**src/rtl/keypad_seg_io.sv**
```systemverilog
// Keypad column scanner and six-digit multiplexed seven-segment driver on one prescaled tick.
// Optional key debounce is enabled with `define KEYPAD_DEBOUNCE_EN.
module keypad_seg_io #(
  parameter int SCAN_DIV       = 50000,
  parameter int DEBOUNCE_SCANS = 3
) (
  input  logic        clk,
  input  logic        rst,
  input  logic [3:0]  row,
  output logic [3:0]  col,
  output logic [3:0]  key_val,
  input  logic [5:0]  enables,
  input  logic [23:0] data,
  output logic [7:0]  seven_segs_point,
  output logic [5:0]  show_one
);
  localparam int PW = (SCAN_DIV > 1) ? $clog2(SCAN_DIV) : 1;

  logic [PW-1:0] pre_q, pre_d;
  logic [1:0]    c_q, c_d;
  logic [2:0]    d_q, d_d;
  logic [3:0]    col_q, col_d;
  logic [3:0]    key_q, key_d;
  logic [5:0]    show_q, show_d;
  logic [7:0]    seg_q, seg_d;
  logic          tick;
  logic          det;
  logic [1:0]    r_idx;
  logic [3:0]    code;
  logic [3:0]    nib;
  logic [6:0]    glyph;

  assign tick = (pre_q == PW'(SCAN_DIV - 1));
  assign code = {r_idx, c_q};

  // Lowest-numbered low row wins when several keys share a column.
  always_comb begin
    det   = 1'b1;
    r_idx = 2'd0;
    if (!row[0])      r_idx = 2'd0;
    else if (!row[1]) r_idx = 2'd1;
    else if (!row[2]) r_idx = 2'd2;
    else if (!row[3]) r_idx = 2'd3;
    else              det   = 1'b0;
  end

  always_comb begin
    case (d_q)
      3'd0:    nib = data[3:0];
      3'd1:    nib = data[7:4];
      3'd2:    nib = data[11:8];
      3'd3:    nib = data[15:12];
      3'd4:    nib = data[19:16];
      default: nib = data[23:20];
    endcase
  end

  always_comb begin
    case (nib)
      4'h0: glyph = 7'h40;
      4'h1: glyph = 7'h79;
      4'h2: glyph = 7'h24;
      4'h3: glyph = 7'h30;
      4'h4: glyph = 7'h19;
      4'h5: glyph = 7'h12;
      4'h6: glyph = 7'h02;
      4'h7: glyph = 7'h78;
      4'h8: glyph = 7'h00;
      4'h9: glyph = 7'h10;
      4'hA: glyph = 7'h08;
      4'hB: glyph = 7'h03;
      4'hC: glyph = 7'h46;
      4'hD: glyph = 7'h21;
      4'hE: glyph = 7'h06;
      default: glyph = 7'h0E;
    endcase
  end

  // The digit shown after a tick is the one indexed before the tick advances d.
  always_comb begin
    pre_d  = tick ? '0 : pre_q + 1'b1;
    c_d    = c_q;
    d_d    = d_q;
    col_d  = col_q;
    show_d = show_q;
    seg_d  = seg_q;
    if (tick) begin
      c_d   = c_q + 2'd1;
      col_d = ~(4'b0001 << c_d);
      d_d   = (d_q == 3'd5) ? 3'd0 : d_q + 3'd1;
      if (enables[d_q]) begin
        show_d = ~(6'b00_0001 << d_q);
        seg_d  = {1'b1, glyph};
      end else begin
        show_d = 6'h3F;
        seg_d  = 8'hFF;
      end
    end
  end

`ifdef KEYPAD_DEBOUNCE_EN
  localparam int CW = $clog2(DEBOUNCE_SCANS + 1);

  logic [3:0]    cand_q, cand_d;
  logic [CW-1:0] cnt_q, cnt_d;
  logic          hit_q, hit_d;

  // hit tracks whether the current column 0..3 sweep saw any key at all.
  always_comb begin
    cand_d = cand_q;
    cnt_d  = cnt_q;
    hit_d  = hit_q;
    key_d  = key_q;
    if (tick) begin
      if (det) begin
        hit_d = 1'b1;
        if (code == cand_q) begin
          if (cnt_q != CW'(DEBOUNCE_SCANS)) cnt_d = cnt_q + 1'b1;
        end else begin
          cand_d = code;
          cnt_d  = CW'(1);
        end
      end
      if (c_q == 2'd3) begin
        if (!hit_d) cnt_d = '0;
        hit_d = 1'b0;
      end
      if (cnt_d == CW'(DEBOUNCE_SCANS)) key_d = cand_d;
    end
  end

  always_ff @(posedge clk) begin
    if (!rst) begin
      cand_q <= '0;
      cnt_q  <= '0;
      hit_q  <= 1'b0;
    end else begin
      cand_q <= cand_d;
      cnt_q  <= cnt_d;
      hit_q  <= hit_d;
    end
  end
`else
  always_comb begin
    key_d = key_q;
    if (tick && det) key_d = code;
  end
`endif

  always_ff @(posedge clk) begin
    if (!rst) begin
      pre_q  <= '0;
      c_q    <= 2'd0;
      d_q    <= 3'd0;
      col_q  <= 4'b1110;
      key_q  <= 4'h0;
      show_q <= 6'h3F;
      seg_q  <= 8'hFF;
    end else begin
      pre_q  <= pre_d;
      c_q    <= c_d;
      d_q    <= d_d;
      col_q  <= col_d;
      key_q  <= key_d;
      show_q <= show_d;
      seg_q  <= seg_d;
    end
  end

  assign col              = col_q;
  assign key_val          = key_q;
  assign show_one         = show_q;
  assign seven_segs_point = seg_q;
endmodule

```
**config.mk**
```make
export PLATFORM = sky130hd
export DESIGN_NAME = keypad_seg_io
export DESIGN_NICKNAME = d
export VERILOG_FILES = /design/src/rtl/keypad_seg_io.sv
export SDC_FILE = /design/constraint.sdc
export NUM_CORES = 1
export LEC_CHECK = 0
export ABC_AREA = 1
export CORE_ASPECT_RATIO = 1.2
export CORE_MARGIN = 4
export CORE_UTILIZATION = 50
export DETAILED_ROUTE_END_ITERATION = 16
export DONT_BUFFER_PORTS = 1
export GPL_TIMING_DRIVEN = 0
export PLACE_DENSITY = 0.71
export SKIP_CTS_REPAIR_TIMING = 1
export SLEW_MARGIN = 10
export SYNTH_ARGS = -nofsm -noshare
export SYNTH_HDL_FRONTEND = slang
export SYNTH_SLANG_ARGS = --single-unit
export TNS_END_PERCENT = 50
```
**constraint.sdc**
```tcl
create_clock -name clk -period 3.55 [get_ports clk]
set_input_delay 0.5325 -clock clk [delete_from_list [all_inputs] [get_ports clk]]
set_output_delay 0.5325 -clock clk [all_outputs]
set_load 0.01 [all_outputs]
```
==> impl_metrics.ini <==
[floorplan]
start_util_pct = 52.8
die-area_sq_um = 5760
io_pins = 58
core-area_sq_um = 4360
fp.dieW_um = 69.9
die_h_um = 82.3
num_rows = 26

[power]
powerDensity_nw_per_um2 = 364
p_leak_nw = 1.06
power.total_w = 0.000903
irDropWorstVdd_uv = 156

[logic_synthesis]
synth_seq_area_share_pct = 36.5
yosysTopAreaCellShare_pct = 36.5
synth_edf_count = 0
synth_common_cells = nand2_1 (83), nor2_1 (46), dfxtp_1 (42), inv_1 (33), nand3_1 (24)
synth_top_family_by_area = simple AND/OR/NAND/NOR gates
synth.cell_area_sq_um = 2300
yosysWarnings = 0
synth_fp_nets = 382
synth_seq_cells = 42
synth_ff_type = dfxtp_1
yosys.area.top_type = dfxtp_1
synth_most_common_cell = nand2_1
synthXorXnorAreaFrac_pct = 1.14
synth.area.top_cells = dfxtp_1 (37%), nand2_1 (14%), nor2_1 (7.5%)
synthMuxAreaShare_pct = 0
synthSimpleGateAreaFrac_pct = 38.0
synthDistinctLibCells = 36
synth_compound_area_share_pct = 10.2
syn_inst = 334
synth-adder-area-share_pct = 6.53
syn_avg_cell_area_sq_um = 6.89
synthArstFlopShare_pct = 0

[sta]
fin_setup_tns_ns = 0
min_period_ns = 2.39
skew_ns = 0.0122
fin_crit_sh_pct = 67.4
hold_viol = 0
drv_slew = 0
setup_viol = 0
grt_setup_unrepaired = no
fmaxAchievable_mhz = 418

[worst_setup_path]
cp.required_ns = 3.76
arrival_ns = 2.60
slowest_delay_ns = 0.46
cpMostUsedCell = nand2_1
crit_fanout = 6
critPathLaunchType = flip-flop
worstSetupPathType = reg2reg
cp_cell_sequence = nand2_1, inv_1, ha_1, nor2_4, nand2_2, nor2_1, nor3_4, inv_1, ha_1, nand4_1, nand2_1, nand2_1, nand3_1, nand2_1, nand2_1
end_kind = flip-flop
cpMaxStageDelayCell = dfxtp_1

[detailed_routing]
vias = 2147
drtIter0Drc = 105
avgRoutedWirePerCell_um = 13.1
via_per_inst = 5.39
routed_wirelength_mm = 5.21
dr.pass1.iters = 4
drc_errors = 0
final_antenna_net_count = 0

[global_route]
grt_max_degree = 14
met2_usage_pct = 34.2
grt.busiest_layer = met2
use_met3_pct = 4.36
grt_use_met1_pct = 21.6
grt_pass1_vias = 1949
antenna_found_initial = 0
grt_overflow = 0
grt_usage_pct = 18.9
grt_pass1_wl_mm = 8.68

[layout]
multi_input_area_sq_um = 1290
diodes = 0
fin_nets = 389
fill_cells = 448
regArea_sq_um = 841
syn2layout_area_growth_pct = 7.83
drive_above_1_share_pct = 10.2

[clocking]
clk_path_buf_depth = 2
clk_transition_reported_paths_ns = 0.09
clk-insertion-delay-late_ns = 0.30
clockRootBuffer = clkbuf_8
cts_sinks = 42
numCtsBuffers = 5
cts_tree = done
cts_max_level = 2

[placed_design]
hpwl_mm = 4.08
gp_congestion = 0.887
place.port_buffers = 0

[outcome]
status = finished, final reports clean

[hold_path]
holdCritPathClass = in2reg

[flow_run]
cap_viol_max_count = 0
[layout by cell type (no fill, tap or decap), types with 4 or more instances in the layout]
cell type,count
nor3_1,6
buf_2,4
inv_1,33
a21oi_1,21
nand3_1,24
ha_1,12
o21ai_0,11
nand2_1,83
nor2_2,5
dfxtp_1,42
clkbuf_8,5
nor2_1,46
nand4_1,7
[flip-flops by register name (all words and copies together) (netlist names)]
signal / count
pre_q: 16
c_q: 2
d_q: 3
seven_segs_point: 7
show_one: 6
key_val: 4
col: 4
[power breakdown]
| group | internal (W) | leakage, nW | switching, W |
|---|---|---|---|
| Combinational | 0.0000175 | 0.669 | 0.0000344 |
| Clock | 0.000210 | 0.0514 | 0.000166 |
| Sequential | 0.000473 | 0.339 | 0.00000169 |
[worst paths after layout]
check / start / end / slack [ns] / cells past startpoint
setup / recovery: d_q[0] / seven_segs_point[0] / 1.16 / 15
hold / removal: rst / key_val[1] / 0.36 / 2
setup reg to reg: d_q[0] / seven_segs_point[0] / 1.16 / 15
hold reg to reg: pre_q[0] / pre_q[0] / 0.45 / 1
[layout make-up]
class | count | share of cell area (%)
Clock buffer | 6 | 2.92
Inverter | 36 | 5.55
Sequential cell | 42 | 33.9
Clock inverter | 2 | 1.51
Multi-Input combinational cell | 250 | 51.9
Tap cell | 56 | 2.82
Buffer | 6 | 1.41
[worst max-delay path: cells and delay by family (launching register included)]
| family | cells | cell delay [ns] |
|---|---|---|
| buf+inv | 2 | 0.23 |
| simple gates | 11 | 1.04 |
| fa+ha+maj | 2 | 0.56 |
| flops | 1 | 0.46 |
[metrics by stage]
stage / util, % / std cells / setup slack (ns) / cell area [sq um] / hold WS, ns
after floorplan: - / 334 / 1.53 / 2300 / 0.418
after global placement: 54.4 / 390 / 1.22 / 2370 / 0.433
after detailed placement: 54.4 / 390 / 1.21 / 2370 / 0.445
after CTS: 56.9 / 398 / 1.18 / 2480 / 0.352
after global routing: 56.9 / 398 / 0.958 / 2480 / 0.358
final: 56.9 / 398 / 1.16 / 2480 / 0.358
[kinds of logic after synthesis]
| family | after synthesis |
|---|---|
| DFF | 42 |
| adders and majority gates | 12 |
| AOI/OAI and AO/OA | 43 |
| xor gates and xnor gates | 3 |
| buffers and inverters | 42 |
| other | 1 |
| and+or+nand+nor | 191 |
[routing by layer]
layer | share of wire, % | vias to the layer above | routed length (um)
li1 | - | 1104 | -
met1 | 43 | 967 | 2250
met2 | 48 | 67 | 2520
met3 | 7.1 | 9 | 368
met4 | 1.6 | 0 | 82
met5 | 0 | - | 0
(Power assumes the default switching activity.)
